$ cat src/rtl/conv_pkg.sv
// Shared constants and the state type for the coefficient streamer.
// Default geometry is nine 8-bit coefficients packed into a 72-bit filter word.
package conv_pkg;

  localparam int NUM_COEFF = 9;
  localparam int COEFF_W   = 8;
  localparam int FILTER_W  = NUM_COEFF * COEFF_W;

  typedef enum logic [1:0] {
    IDLE = 2'd0,
    SEND = 2'd1,
    DONE = 2'd2
  } state_e;

endpackage

$ cat src/rtl/coeff_streamer.sv
// Snapshots a packed filter on start and streams its coefficients one per cycle,
// lowest index first, pausing while hold is high.
module coeff_streamer
  import conv_pkg::*;
#(
  parameter int NUM_COEFF = conv_pkg::NUM_COEFF,
  parameter int COEFF_W   = conv_pkg::COEFF_W
) (
  input  logic                         clk,
  input  logic                         rst,
  input  logic                         start,
  input  logic [NUM_COEFF*COEFF_W-1:0] filter_in,
  input  logic                         hold,
  output logic                         coeff_load,
  output logic [COEFF_W-1:0]           coeff_in,
  output logic                         busy,
  output logic                         data_load,
  output logic                         done
);

  localparam int FW    = NUM_COEFF * COEFF_W;
  localparam int IDX_W = $clog2(NUM_COEFF + 1);
  localparam logic [IDX_W-1:0] LAST_IDX = IDX_W'(NUM_COEFF - 1);

  state_e             state_q, state_d;
  logic [IDX_W-1:0]   idx_q, idx_d;
  logic [FW-1:0]      snap_q, snap_d;
  logic               coeff_load_q, coeff_load_d;
  logic [COEFF_W-1:0] coeff_in_q, coeff_in_d;
  logic               busy_q, busy_d;
  logic               data_load_q, data_load_d;
  logic               done_q, done_d;

  always_comb begin
    // NOTE: every _d starts from a default so no path through the case leaves it unassigned (no latches).
    state_d      = state_q;
    idx_d        = idx_q;
    snap_d       = snap_q;
    coeff_load_d = 1'b0;
    coeff_in_d   = coeff_in_q;
    busy_d       = busy_q;
    data_load_d  = data_load_q;
    done_d       = 1'b0;

    case (state_q)
      IDLE: begin
        if (start) begin
          snap_d      = filter_in;
          idx_d       = '0;
          data_load_d = 1'b0;
          busy_d      = 1'b1;
          state_d     = SEND;
        end
      end
      SEND: begin
        if (!hold) begin
          coeff_load_d = 1'b1;
          coeff_in_d   = snap_q[int'(idx_q) * COEFF_W +: COEFF_W];
          // idx parks on the last coefficient rather than stepping past it.
          if (idx_q == LAST_IDX) state_d = DONE;
          else                   idx_d   = idx_q + 1'b1;
        end
      end
      DONE: begin
        done_d      = 1'b1;
        data_load_d = 1'b1;
        busy_d      = 1'b0;
        state_d     = IDLE;
      end
      default: state_d = IDLE;
    endcase
  end

  // NOTE: the snapshot is a plain register, not a RAM, so clearing it on reset is cheap and keeps state deterministic.
  always_ff @(posedge clk or negedge rst) begin
    if (!rst) begin
      state_q      <= IDLE;
      idx_q        <= '0;
      snap_q       <= '0;
      coeff_load_q <= 1'b0;
      coeff_in_q   <= '0;
      busy_q       <= 1'b0;
      data_load_q  <= 1'b0;
      done_q       <= 1'b0;
    end else begin
      // NOTE: non-blocking so every flop samples the pre-edge values computed above.
      state_q      <= state_d;
      idx_q        <= idx_d;
      snap_q       <= snap_d;
      coeff_load_q <= coeff_load_d;
      coeff_in_q   <= coeff_in_d;
      busy_q       <= busy_d;
      data_load_q  <= data_load_d;
      done_q       <= done_d;
    end
  end

  assign coeff_load = coeff_load_q;
  assign coeff_in   = coeff_in_q;
  assign busy       = busy_q;
  assign data_load  = data_load_q;
  assign done       = done_q;

endmodule

$ cat config.mk
export PLATFORM = sky130hd
export DESIGN_NAME = coeff_streamer
export DESIGN_NICKNAME = d
export VERILOG_FILES = /design/src/rtl/conv_pkg.sv /design/src/rtl/coeff_streamer.sv
export SDC_FILE = /design/constraint.sdc
export NUM_CORES = 1
export LEC_CHECK = 0
export BUFFER_PORTS_ARGS = -buffer_cell sky130_fd_sc_hd__buf_2
export CAP_MARGIN = 10
export CORE_MARGIN = 3
export CORE_UTILIZATION = 49
export DETAILED_ROUTE_END_ITERATION = 10
export PLACE_DENSITY = 0.88
export SLEW_MARGIN = 20
export SYNTH_ARGS = -nofsm -noshare
export SYNTH_HDL_FRONTEND = slang
export SYNTH_SLANG_ARGS = --single-unit
$ cat constraint.sdc
create_clock -name clk -period 1.4 [get_ports clk]
set_input_delay 0.14 -clock clk [delete_from_list [all_inputs] [get_ports clk]]
set_output_delay 0.14 -clock clk [all_outputs]
set_load 0.01 [all_outputs]
==> impl_metrics.prom <==
# TYPE chip_impl_metric gauge
chip_impl_metric{name="clock_latency",unit="ps"} 370
chip_impl_info{name="violated_checks",value="setup timing"} 1
chip_impl_metric{name="critical_path_required",unit="ps"} 1640
chip_impl_metric{name="synth_sequential_area_ratio",unit="%"} 56.3
chip_impl_info{name="yosys_top_cell_by_area",value="sky130_fd_sc_hd__dfrtp_1"} 1
chip_impl_metric{name="first_iter_violations",unit=""} 183
chip_impl_metric{name="max-slew-margin-rel",unit="%"} 74.7
chip_impl_metric{name="synth_fp_nets",unit=""} 368
chip_impl_metric{name="first_global_vias",unit=""} 2802
chip_impl_metric{name="yosysWarningCount",unit=""} 0
chip_impl_metric{name="vias_cell",unit=""} 5.55
chip_impl_metric{name="synth-simple-area-share",unit="%"} 4.75
chip_impl_metric{name="synthesis.instances",unit=""} 290
chip_impl_metric{name="max_clock_freq",unit="MHz"} 657
chip_impl_metric{name="tritoncts.num_buffers",unit=""} 9
chip_impl_metric{name="route.detailed.drc",unit=""} 0
chip_impl_metric{name="max_cap_violations",unit=""} 0
chip_impl_info{name="synth.area.top_cells",value="sky130_fd_sc_hd__dfrtp_1 56%, sky130_fd_sc_hd__mux2_2 20%, sky130_fd_sc_hd__mux2i_1 8.0%"} 1
chip_impl_metric{name="fraction_of_power_spent_switching_nets",unit="%"} 32.7
chip_impl_metric{name="dr_total_vias",unit=""} 2830
chip_impl_metric{name="clockBufferDepth",unit=""} 2
chip_impl_metric{name="power.combinational.fraction",unit="%"} 41.2
chip_impl_metric{name="synthXorXnorAreaFrac",unit="%"} 0.219
chip_impl_metric{name="clk_pin_slew",unit="ps"} 90
chip_impl_metric{name="synthToLayoutAreaGrowth",unit="%"} 33.7
chip_impl_info{name="cts_root_buf",value="sky130_fd_sc_hd__clkbuf_8"} 1
chip_impl_metric{name="final_critical_path_setup_slack",unit="ps"} -121
chip_impl_metric{name="chipHeight",unit="microns"} 96.4
chip_impl_metric{name="core-area",unit="sq um"} 7810
chip_impl_metric{name="post_drt_wl_per_cell",unit="microns"} 20.4
chip_impl_metric{name="crit_path_max_fanout",unit=""} 21
chip_impl_metric{name="globalplace.congestion",unit=""} 0.886
chip_impl_metric{name="mux_cell_area_share_after_synthesis",unit="%"} 28.3
chip_impl_metric{name="final_period_minus_worst_setup_slack",unit="ps"} 1520
chip_impl_metric{name="clock-skew-final",unit="ps"} 13.8
chip_impl_metric{name="grtUsageTotal",unit="%"} 20.6
chip_impl_info{name="tritoncts",value="yes"} 1
chip_impl_metric{name="ios",unit=""} 88
chip_impl_info{name="rsz0062_at_grt",value="yes"} 1
chip_impl_metric{name="placed_wire_length_estimate",unit="microns"} 6790
chip_impl_metric{name="share_seq_of_total_power",unit="%"} 40.5
chip_impl_metric{name="final-max-slew-violation-count",unit=""} 0
chip_impl_metric{name="n_antenna_cell",unit=""} 0
chip_impl_metric{name="wire_length_of_the_first_global_routing_pass",unit="microns"} 14200
chip_impl_info{name="critPathKind",value="reg2reg"} 1
chip_impl_metric{name="netSwitchingPower",unit="mW"} 3.73
chip_impl_metric{name="power.static_leakage",unit="nW"} 2.55
chip_impl_metric{name="grt_antenna_before_repair",unit=""} 0
chip_impl_metric{name="worst_pin_slew",unit="ps"} 379
chip_impl_metric{name="number_of_synthesized_flops_with_an_enable_pin",unit=""} 0
chip_impl_metric{name="post_synth_num_cell_types",unit=""} 28
chip_impl_metric{name="port_buffers",unit=""} 87
chip_impl_info{name="largest_family_of_logic_cells_by_synthesized_area",value="multiplexers"} 1
chip_impl_metric{name="hold_depth",unit=""} 2
chip_impl_metric{name="async_reset_ff_share",unit="%"} 100
chip_impl_metric{name="share_clk_of_total_power",unit="%"} 18.4
chip_impl_metric{name="synthAdderAreaFrac",unit="%"} 0.626
chip_impl_metric{name="drt.antenna.violating_nets",unit=""} 0
chip_impl_metric{name="layout_worst_path_cycle_share",unit="%"} 109
chip_impl_metric{name="placed_cells",unit=""} 483
chip_impl_metric{name="initial_core_util",unit="%"} 51.2
chip_impl_metric{name="synthesis.area",unit="sq um"} 4000
chip_impl_metric{name="cts_sinks",unit=""} 90
chip_impl_metric{name="synth_top_area_share",unit="%"} 56.3
chip_impl_metric{name="floorplan.rows",unit=""} 32
chip_impl_metric{name="drt-pass1-iter-count",unit=""} 4
chip_impl_info{name="status",value="complete, but fails checks"} 1
chip_impl_metric{name="wire_length_reported_by_the_detailed_router",unit="microns"} 10400
chip_impl_info{name="critPathLaunchType",value="flop"} 1
chip_impl_info{name="synth-main-ff-cell",value="sky130_fd_sc_hd__dfrtp_1"} 1
chip_impl_metric{name="setup_tns_final",unit="ps"} -5850
chip_impl_metric{name="worstPathArrival",unit="ps"} 1760
chip_impl_info{name="worst_min_delay_path_category",value="in2reg"} 1
chip_impl_metric{name="internal_power",unit="mW"} 7.68
chip_impl_metric{name="floorplan.die.width",unit="microns"} 96.4
chip_impl_metric{name="internal_reg_to_reg_setup_slack",unit="ps"} -120
chip_impl_metric{name="ir_drop",unit="uV"} 1150
chip_impl_metric{name="finalHoldViolCount",unit=""} 0
chip_impl_metric{name="num-fill-cells",unit=""} 536
chip_impl_metric{name="grt_max_degree",unit=""} 39
chip_impl_metric{name="synth_compound_gate_area_share",unit="%"} 6.13
chip_impl_metric{name="layout_cells_sized_above_1",unit="%"} 54.9
chip_impl_metric{name="setup_viol",unit=""} 81
chip_impl_info{name="timing.critical_path.to_type",value="flop"} 1
chip_impl_metric{name="number_of_nets_in_the_finished_design",unit=""} 481
chip_impl_metric{name="global_route.overflow_total",unit=""} 0
chip_impl_info{name="post-synth-top-count-cell",value="sky130_fd_sc_hd__dfrtp_1"} 1
chip_impl_metric{name="power_per_cell_area",unit="nW/um^2"} 2130
chip_impl_metric{name="fp.dieArea",unit="sq um"} 9280
chip_impl_metric{name="cts_max_level",unit=""} 3
chip_impl_metric{name="instances_no_fill",unit=""} 510
chip_impl_metric{name="ys_seq_elements",unit=""} 90
chip_impl_metric{name="rr_worst_depth",unit=""} 4
chip_impl_metric{name="synth_area_per_cell",unit="sq um"} 13.8
chip_impl_info{name="synth.cells.most_frequent",value="90 x sky130_fd_sc_hd__dfrtp_1, 72 x sky130_fd_sc_hd__mux2_2, 32 x sky130_fd_sc_hd__mux2i_1, 24 x sky130_fd_sc_hd__a22oi_1, 11 x sky130_fd_sc_hd__nand2_1"} 1
## power groups by stage
stage | sequential (mW) | clock, mW | combinational, mW
detailed placement | 4.59 | 0 | 3.89
global placement | 4.48 | 0 | 3.73
floorplan | 4.42 | 0 | 2.81
finish | 4.61 | 2.09 | 4.69
CTS | 4.54 | 2.09 | 3.98
global route | 4.74 | 2.20 | 5.02
## through the flow
step | hold WS [ps] | util (%) | setup WS, ps | power, mW | instance area (sq um)
finish | 1.91 | 68.5 | -121 | 11.4 | 5350
global route | 1.47 | 68.5 | -210 | 12.0 | 5350
CTS | 0.807 | 64.1 | -89.5 | 10.6 | 5010
detailed placement | 80.1 | 60.4 | -79.1 | 8.47 | 4710
global placement | 76.4 | 60.4 | -34.1 | 8.21 | 4710
floorplan | -156 | - | -41.9 | 7.23 | 4090
## repair_timing
| action | in CTS | in global routing |
|---|---|---|
| buffers inserted | 2 | 2 |
| gates cloned | 0 | 2 |
| endpoints found under the hold margin | 25 | 3 |
| pin swaps | 3 | 11 |
| gates resized for setup | 5 | 66 |
| setup endpoints to repair | 76 | 82 |
| hold buffers | 2 | 3 |
## layout by cell type, fill, tap and decap left out, types with 3 or more instances in the layout
master	n
sky130_fd_sc_hd__mux2_2	21
sky130_fd_sc_hd__buf_8	4
sky130_fd_sc_hd__buf_4	14
sky130_fd_sc_hd__o21ai_1	3
sky130_fd_sc_hd__mux2_4	51
sky130_fd_sc_hd__clkbuf_8	9
sky130_fd_sc_hd__buf_2	86
sky130_fd_sc_hd__dlygate4sd3_1	5
sky130_fd_sc_hd__nand2_1	9
sky130_fd_sc_hd__dfrtp_1	89
sky130_fd_sc_hd__nand3_2	6
sky130_fd_sc_hd__mux2i_1	32
sky130_fd_sc_hd__bufinv_16	3
sky130_fd_sc_hd__a22oi_1	23
sky130_fd_sc_hd__inv_1	4
sky130_fd_sc_hd__nor2_1	4
sky130_fd_sc_hd__buf_6	4
sky130_fd_sc_hd__buf_12	4
sky130_fd_sc_hd__nor2b_2	3
## per-layer routing
metal	wire length (microns)	vias up	global-route usage, %
met4	246	0	7.36
met2	5030	123	32.5
met3	796	22	4.22
met5	0	-	0
li1	-	1274	-
met1	4330	1411	28.3
## cells by family (layout without fill, tap and decap cells)
logic type / after synthesis / after routing
muxes: 104 / 104
DFF: 90 / 90
and+or+nand+nor: 37 / 37
AOI/OAI and AO/OA: 34 / 34
buffers and inverters: 22 / 140
adders and majority gates: 2 / 2
xor gates and xnor gates: 1 / 1
## worst paths after layout
path / start / to
setup / recovery: state_q[0] / snap_q[67]
hold / removal: filter_in[31] / snap_q[31]
setup reg to reg: state_q[0] / snap_q[67]
hold reg to reg: data_load / data_load
max in group asynchronous: rst / snap_q[64]
min in group asynchronous: rst / snap_q[9]
## worst max-delay path, stage by stage, from the launching register on
cell and delay [ps]:
sky130_fd_sc_hd__dfrtp_1 430, sky130_fd_sc_hd__nor2b_2 150, sky130_fd_sc_hd__and2_4 260, sky130_fd_sc_hd__buf_12 210, sky130_fd_sc_hd__mux2_2 360
## flip-flops by register name, summed over array words and instances (netlist names)
name / cells
busy: 1
coeff_in: 8
coeff_load: 1
data_load: 1
done: 1
idx_q: 4
snap_q: 72
state_q: 2
## area by class of cell
type | count | area [sq um] | area share (%)
Sequential cell | 90 | 2250 | 42.1
Clock inverter | 5 | 103 | 1.92
Timing Repair Buffer | 119 | 821 | 15.4
Multi-Input combinational cell | 178 | 1890 | 35.4
Clock buffer | 11 | 131 | 2.46
Inverter | 5 | 18.8 | 0.351
Tap cell | 102 | 128 | 2.39
No activity file was read; power rests on OpenSTA's default activity.
